===== src/rtl/cla_nibble_sequencer_pkg.sv =====
// Shared types and constants for the nibble-serial carry-lookahead add sequencer.
package cla_nibble_sequencer_pkg;

  localparam int NIBBLES_DEFAULT = 4;
  localparam int NIBBLE_W        = 4;

  typedef enum logic [1:0] {
    ST_IDLE    = 2'd0,
    ST_ISSUE   = 2'd1,
    ST_CAPTURE = 2'd2,
    ST_DONE    = 2'd3
  } state_t;

  // Index register width; a single-nibble operand still gets a 1-bit index.
  function automatic int idx_width(input int nibbles);
    return (nibbles > 1) ? $clog2(nibbles) : 1;
  endfunction

endpackage


===== src/rtl/cla_nibble_sequencer.sv =====
// Walks two W-bit operands one nibble at a time through an external registered
// 4-bit CLA stage, chaining the carry and assembling the {carry_out, sum} result.
module cla_nibble_sequencer
  import cla_nibble_sequencer_pkg::*;
#(
  parameter int NIBBLES = NIBBLES_DEFAULT
) (
  input  logic                          clk,
  input  logic                          reset,
  input  logic                          start,
  input  logic [NIBBLE_W*NIBBLES-1:0]   a_in,
  input  logic [NIBBLE_W*NIBBLES-1:0]   b_in,
  input  logic                          cin,
  output logic                          busy,
  output logic                          done,
  output logic [NIBBLE_W*NIBBLES:0]     sum,
  output logic                          stg_enable,
  output logic [NIBBLE_W-1:0]           stg_a,
  output logic [NIBBLE_W-1:0]           stg_b,
  output logic                          stg_cin,
  input  logic [NIBBLE_W:0]             stg_q
);

  localparam int W     = NIBBLE_W * NIBBLES;
  localparam int IDX_W = idx_width(NIBBLES);

  state_t             r_state;
  state_t             w_next_state;
  logic [W-1:0]       r_a;
  logic [W-1:0]       r_b;
  logic               r_carry;
  logic [IDX_W-1:0]   r_idx;
  logic [W:0]         r_sum;
  logic [NIBBLE_W-1:0] w_a_nib;
  logic [NIBBLE_W-1:0] w_b_nib;
  logic               w_last;

  assign w_last = (r_idx == IDX_W'(NIBBLES - 1));
  assign sum    = r_sum;

  // State register.
  always_ff @(posedge clk or posedge reset) begin
    if (reset) begin
      r_state <= ST_IDLE;
    end else begin
      r_state <= w_next_state;
    end
  end

  // Next-state logic: one ISSUE/CAPTURE pair per nibble, then a single DONE cycle.
  always_comb begin
    w_next_state = r_state;
    case (r_state)
      ST_IDLE:    w_next_state = start ? ST_ISSUE : ST_IDLE;
      ST_ISSUE:   w_next_state = ST_CAPTURE;
      ST_CAPTURE: w_next_state = w_last ? ST_DONE : ST_ISSUE;
      ST_DONE:    w_next_state = ST_IDLE;
      default:    w_next_state = ST_IDLE;
    endcase
  end

  // Current operand nibble selected by the running index.
  always_comb begin
    w_a_nib = {NIBBLE_W{1'b0}};
    w_b_nib = {NIBBLE_W{1'b0}};
    for (int k = 0; k < NIBBLES; k++) begin
      w_a_nib = (r_idx == IDX_W'(k)) ? r_a[k*NIBBLE_W +: NIBBLE_W] : w_a_nib;
      w_b_nib = (r_idx == IDX_W'(k)) ? r_b[k*NIBBLE_W +: NIBBLE_W] : w_b_nib;
    end
  end

  // Output decode; the stage bus is held at zero except while issuing.
  always_comb begin
    busy       = 1'b0;
    done       = 1'b0;
    stg_enable = 1'b0;
    stg_a      = {NIBBLE_W{1'b0}};
    stg_b      = {NIBBLE_W{1'b0}};
    stg_cin    = 1'b0;
    case (r_state)
      ST_ISSUE: begin
        busy       = 1'b1;
        stg_enable = 1'b1;
        stg_a      = w_a_nib;
        stg_b      = w_b_nib;
        stg_cin    = r_carry;
      end
      ST_CAPTURE: busy = 1'b1;
      ST_DONE:    done = 1'b1;
      default: begin
        busy = 1'b0;
        done = 1'b0;
      end
    endcase
  end

  // Operand latch, running carry, nibble index and result assembly.
  always_ff @(posedge clk or posedge reset) begin
    if (reset) begin
      r_a     <= {W{1'b0}};
      r_b     <= {W{1'b0}};
      r_carry <= 1'b0;
      r_idx   <= {IDX_W{1'b0}};
      r_sum   <= {(W+1){1'b0}};
    end else begin
      case (r_state)
        ST_IDLE: begin
          if (start) begin
            r_a     <= a_in;
            r_b     <= b_in;
            r_carry <= cin;
            r_idx   <= {IDX_W{1'b0}};
            r_sum   <= {(W+1){1'b0}};
          end
        end
        ST_CAPTURE: begin
          for (int k = 0; k < NIBBLES; k++) begin
            if (r_idx == IDX_W'(k)) begin
              r_sum[k*NIBBLE_W +: NIBBLE_W] <= stg_q[NIBBLE_W-1:0];
            end
          end
          r_carry <= stg_q[NIBBLE_W];
          if (w_last) begin
            r_sum[W] <= stg_q[NIBBLE_W];
          end else begin
            r_idx <= r_idx + IDX_W'(1);
          end
        end
        default: begin
          r_carry <= r_carry;
        end
      endcase
    end
  end

endmodule


===== config.mk =====
export PLATFORM = sky130hd
export DESIGN_NAME = cla_nibble_sequencer
export DESIGN_NICKNAME = d
export VERILOG_FILES = /design/src/rtl/cla_nibble_sequencer_pkg.sv /design/src/rtl/cla_nibble_sequencer.sv
export SDC_FILE = /design/constraint.sdc
export NUM_CORES = 1
export LEC_CHECK = 0
export BUFFER_PORTS_ARGS = -buffer_cell sky130_fd_sc_hd__buf_2
export CAP_MARGIN = 10
export CORE_UTILIZATION = 54
export CTS_CLUSTER_DIAMETER = 100
export DETAILED_ROUTE_END_ITERATION = 7
export HOLD_SLACK_MARGIN = 0.03
export PLACE_DENSITY = 0.8
export SLEW_MARGIN = 20
export SYNTH_ARGS = -nofsm -noshare
export SYNTH_HDL_FRONTEND = slang
export SYNTH_SLANG_ARGS = --single-unit

===== constraint.sdc =====
create_clock -name clk -period 3.73 [get_ports clk]
set_input_delay 0.5595 -clock clk [delete_from_list [all_inputs] [get_ports clk]]
set_output_delay 0.5595 -clock clk [all_outputs]
set_load 0.005 [all_outputs]

==> results.toml <==
[run_status]
status = "completed"

[cells_and_area]
stdcell_count = 405
final_common_cell = "buf_2"
area_growth_pct = 13.3
finalNetCount = 384
multi_input_comb_area_um2 = 1390
drive_above_1_share = 0.346
n_antenna_cell = 0
nFillCells = 449
layout.area.seq_um2 = 1350
final_cell_mix = "69 x buf_2, 54 x dfrtp_1, 30 x mux2_2"

[clocking]
cts_root_buf = "clkbuf_8"
ctsHoldBuffers = 0
cts_setup_buffers = 0
h-tree-depth = 2
cts_tree = "built"
cts_resized = 0
clock_latency_ns = 0.31
cts_sinks = 54
clkTransAtPathRegs_ns = 0.10
clockBufferDepth = 2
cts_buffers = 5

[route]
detail_route.wl_per_cell_um = 15.2
initialDrtViolationCount = 165
dr_total_vias = 2299
via_per_inst = 5.68
drt_pre_antenna_iters = 4
drt_wl_total_um = 6160
drcViolationCount = 0
antenna_left = 0

[placed_design]
dp_slack_ns = 1.09
dp.cells = 397
gp_congestion = 0.794
dpl.hpwl_um = 4250
portBuffers = 69

[worst_setup_path]
critPathArrivalTime_ns = 2.44
path_max_fanout = 23
timing.rr.end = "r_a[8]"
rr_worst_depth = 4
cp-start-kind = "register"
cp-end-kind = "primary output"
critical_path_class = "register to primary output"
reg2reg_setup_slack_ns = 1.49
crit_required_ns = 3.17
r2r-start = "r_state[1]"

[yosys]
syn_inst = 280
synth_seq_cells = 54
synth.distinct_cells = 37
avgSynthCellArea_um2 = 10.6
seq_area_frac_synth = 0.455
synth_ff_type = "dfrtp_1"
ys_warn_count = 0
synth_edf_count = 0
synth_area_um2 = 2970
syn-num-nets = 330
async_flop_share = 1.00

[timing]
post-route-min-period_ns = 3.00
slew_headroom = 0.396
period_share = 0.804
fin_setup_tns_ns = 0
setup_viol = 0
tightestPinTransition_ns = 0.906
hold_ws_ns = 0.408
setup_ws_ns = 0.730
fin_worst_skew_ns = 0.00405
fmax_ghz = 0.333
maxSlewViolCount = 0
rsz0062_at_grt = "false"
hold_violations = 0

[global_routing]
grt_pass1_wl_um = 10600
grt_start_max_net_pins = 55
grt-ovfl-total = 0
antenna_found_initial = 0
grt_usage = 0.227
grt_pass1_vias = 2330

[power]
peakVddDrop_uv = 406
p_per_area_nw_per_um2 = 807
p_leak_nw = 1.54

[flow_run]
maxCapViolations = 0

[floorplanning]
core_area_um2 = 5200
rows = 26
die_h_um = 76.2
die_area_um2 = 5800
initial_core_util = 0.570
die_width_um = 76.2
num_io_pins = 70

[hold_path]
min_path_type = "primary input to asynchronous set/reset pin"
[synth_stat cells, types with 2 or more instances]
master    number  area (µm²)
and2_1         2        12.5
nand2_1        7        26.3
a21oi_1       14        70.1
nor2b_1       19         119
nand4_1        5        31.3
o21ai_0       19        95.1
o31ai_1        6        45.0
a31oi_1        4        25.0
o211ai_1       6        45.0
and3_1         3        18.8
buf_4          4        30.0
dfrtp_1       54        1350
nand3_1       23         115
buf_6          4        45.0
a32o_1         2        20.0
buf_2         13        65.1
a221o_1        6        60.1
mux2_2        30         338
a221oi_1       6        52.6
mux2_1         3        33.8
nand2b_1       8        50.1
inv_1         19        71.3
ha_1           9         113
[state kept, by name, indices dropped and copies added (netlist names)]
signal	flops
sum	17
r_a	16
r_b	16
r_idx	2
r_state	2
r_carry	1
[area by class of cell]
type / instances / area share
multi-input combinational: 183 / 0.414
sequential: 54 / 0.402
timing repair buffer: 71 / 0.107
tap: 70 / 0.0260
clock buffer: 6 / 0.0245
inverter: 19 / 0.0216
clock inverter: 2 / 0.00483
[through the flow]
step / power [mW] / cell area (µm²) / utilization
after floorplan: 2.06 / 2970 / -
after global placement: 2.31 / 3260 / 0.627
after detailed placement: 2.37 / 3260 / 0.627
after CTS: 2.72 / 3360 / 0.646
after global routing: 2.92 / 3360 / 0.646
final: 2.71 / 3360 / 0.646
[cell families (layout without fill, tap and decap cells)]
group | after synthesis | in the layout | synth area share
and+or+nand+nor | 71 | 71 | 0.139
adders and majority gates | 9 | 9 | 0.0379
muxes | 35 | 35 | 0.138
DFF | 54 | 54 | 0.455
buffers and inverters | 43 | 98 | 0.0754
AOI/OAI and AO/OA | 68 | 68 | 0.155
[where the power goes]
part           internal (mW)  switching [mW]  total (mW)
Sequential             0.862           0.186        1.05
Combinational          0.630           0.683        1.31
Clock                  0.153           0.201       0.354
[metal layers]
metal / share of wire / GRT usage
met3: 0.049 / 0.0383
met1: 0.45 / 0.284
met4: 0.010 / 0.0692
met2: 0.49 / 0.402
met5: 0 / 0
[worst max-delay path: stages, from the launching register on]
cell      delay [ns]
dfrtp_1         0.43
inv_1           0.11
ha_1            0.64
and2b_1         0.34
a221oi_1        0.32
o31ai_1         0.14
buf_2           0.14
[worst max-delay path by stage]
stage / startpoint / endpoint / slack [ns] / cells after the start
2_1_floorplan: r_idx[0] / stg_a[0] / 1.84 / 7
3_3_place_gp: r_idx[1] / stg_a[3] / 1.21 / 6
3_5_place_dp: r_idx[1] / stg_a[3] / 1.09 / 6
4_1_cts: r_idx[1] / stg_a[3] / 0.72 / 6
5_1_grt: r_idx[1] / stg_a[3] / 0.58 / 6
6_report: r_idx[1] / stg_a[3] / 0.73 / 6
No activity file was read; power rests on OpenSTA's default activity.
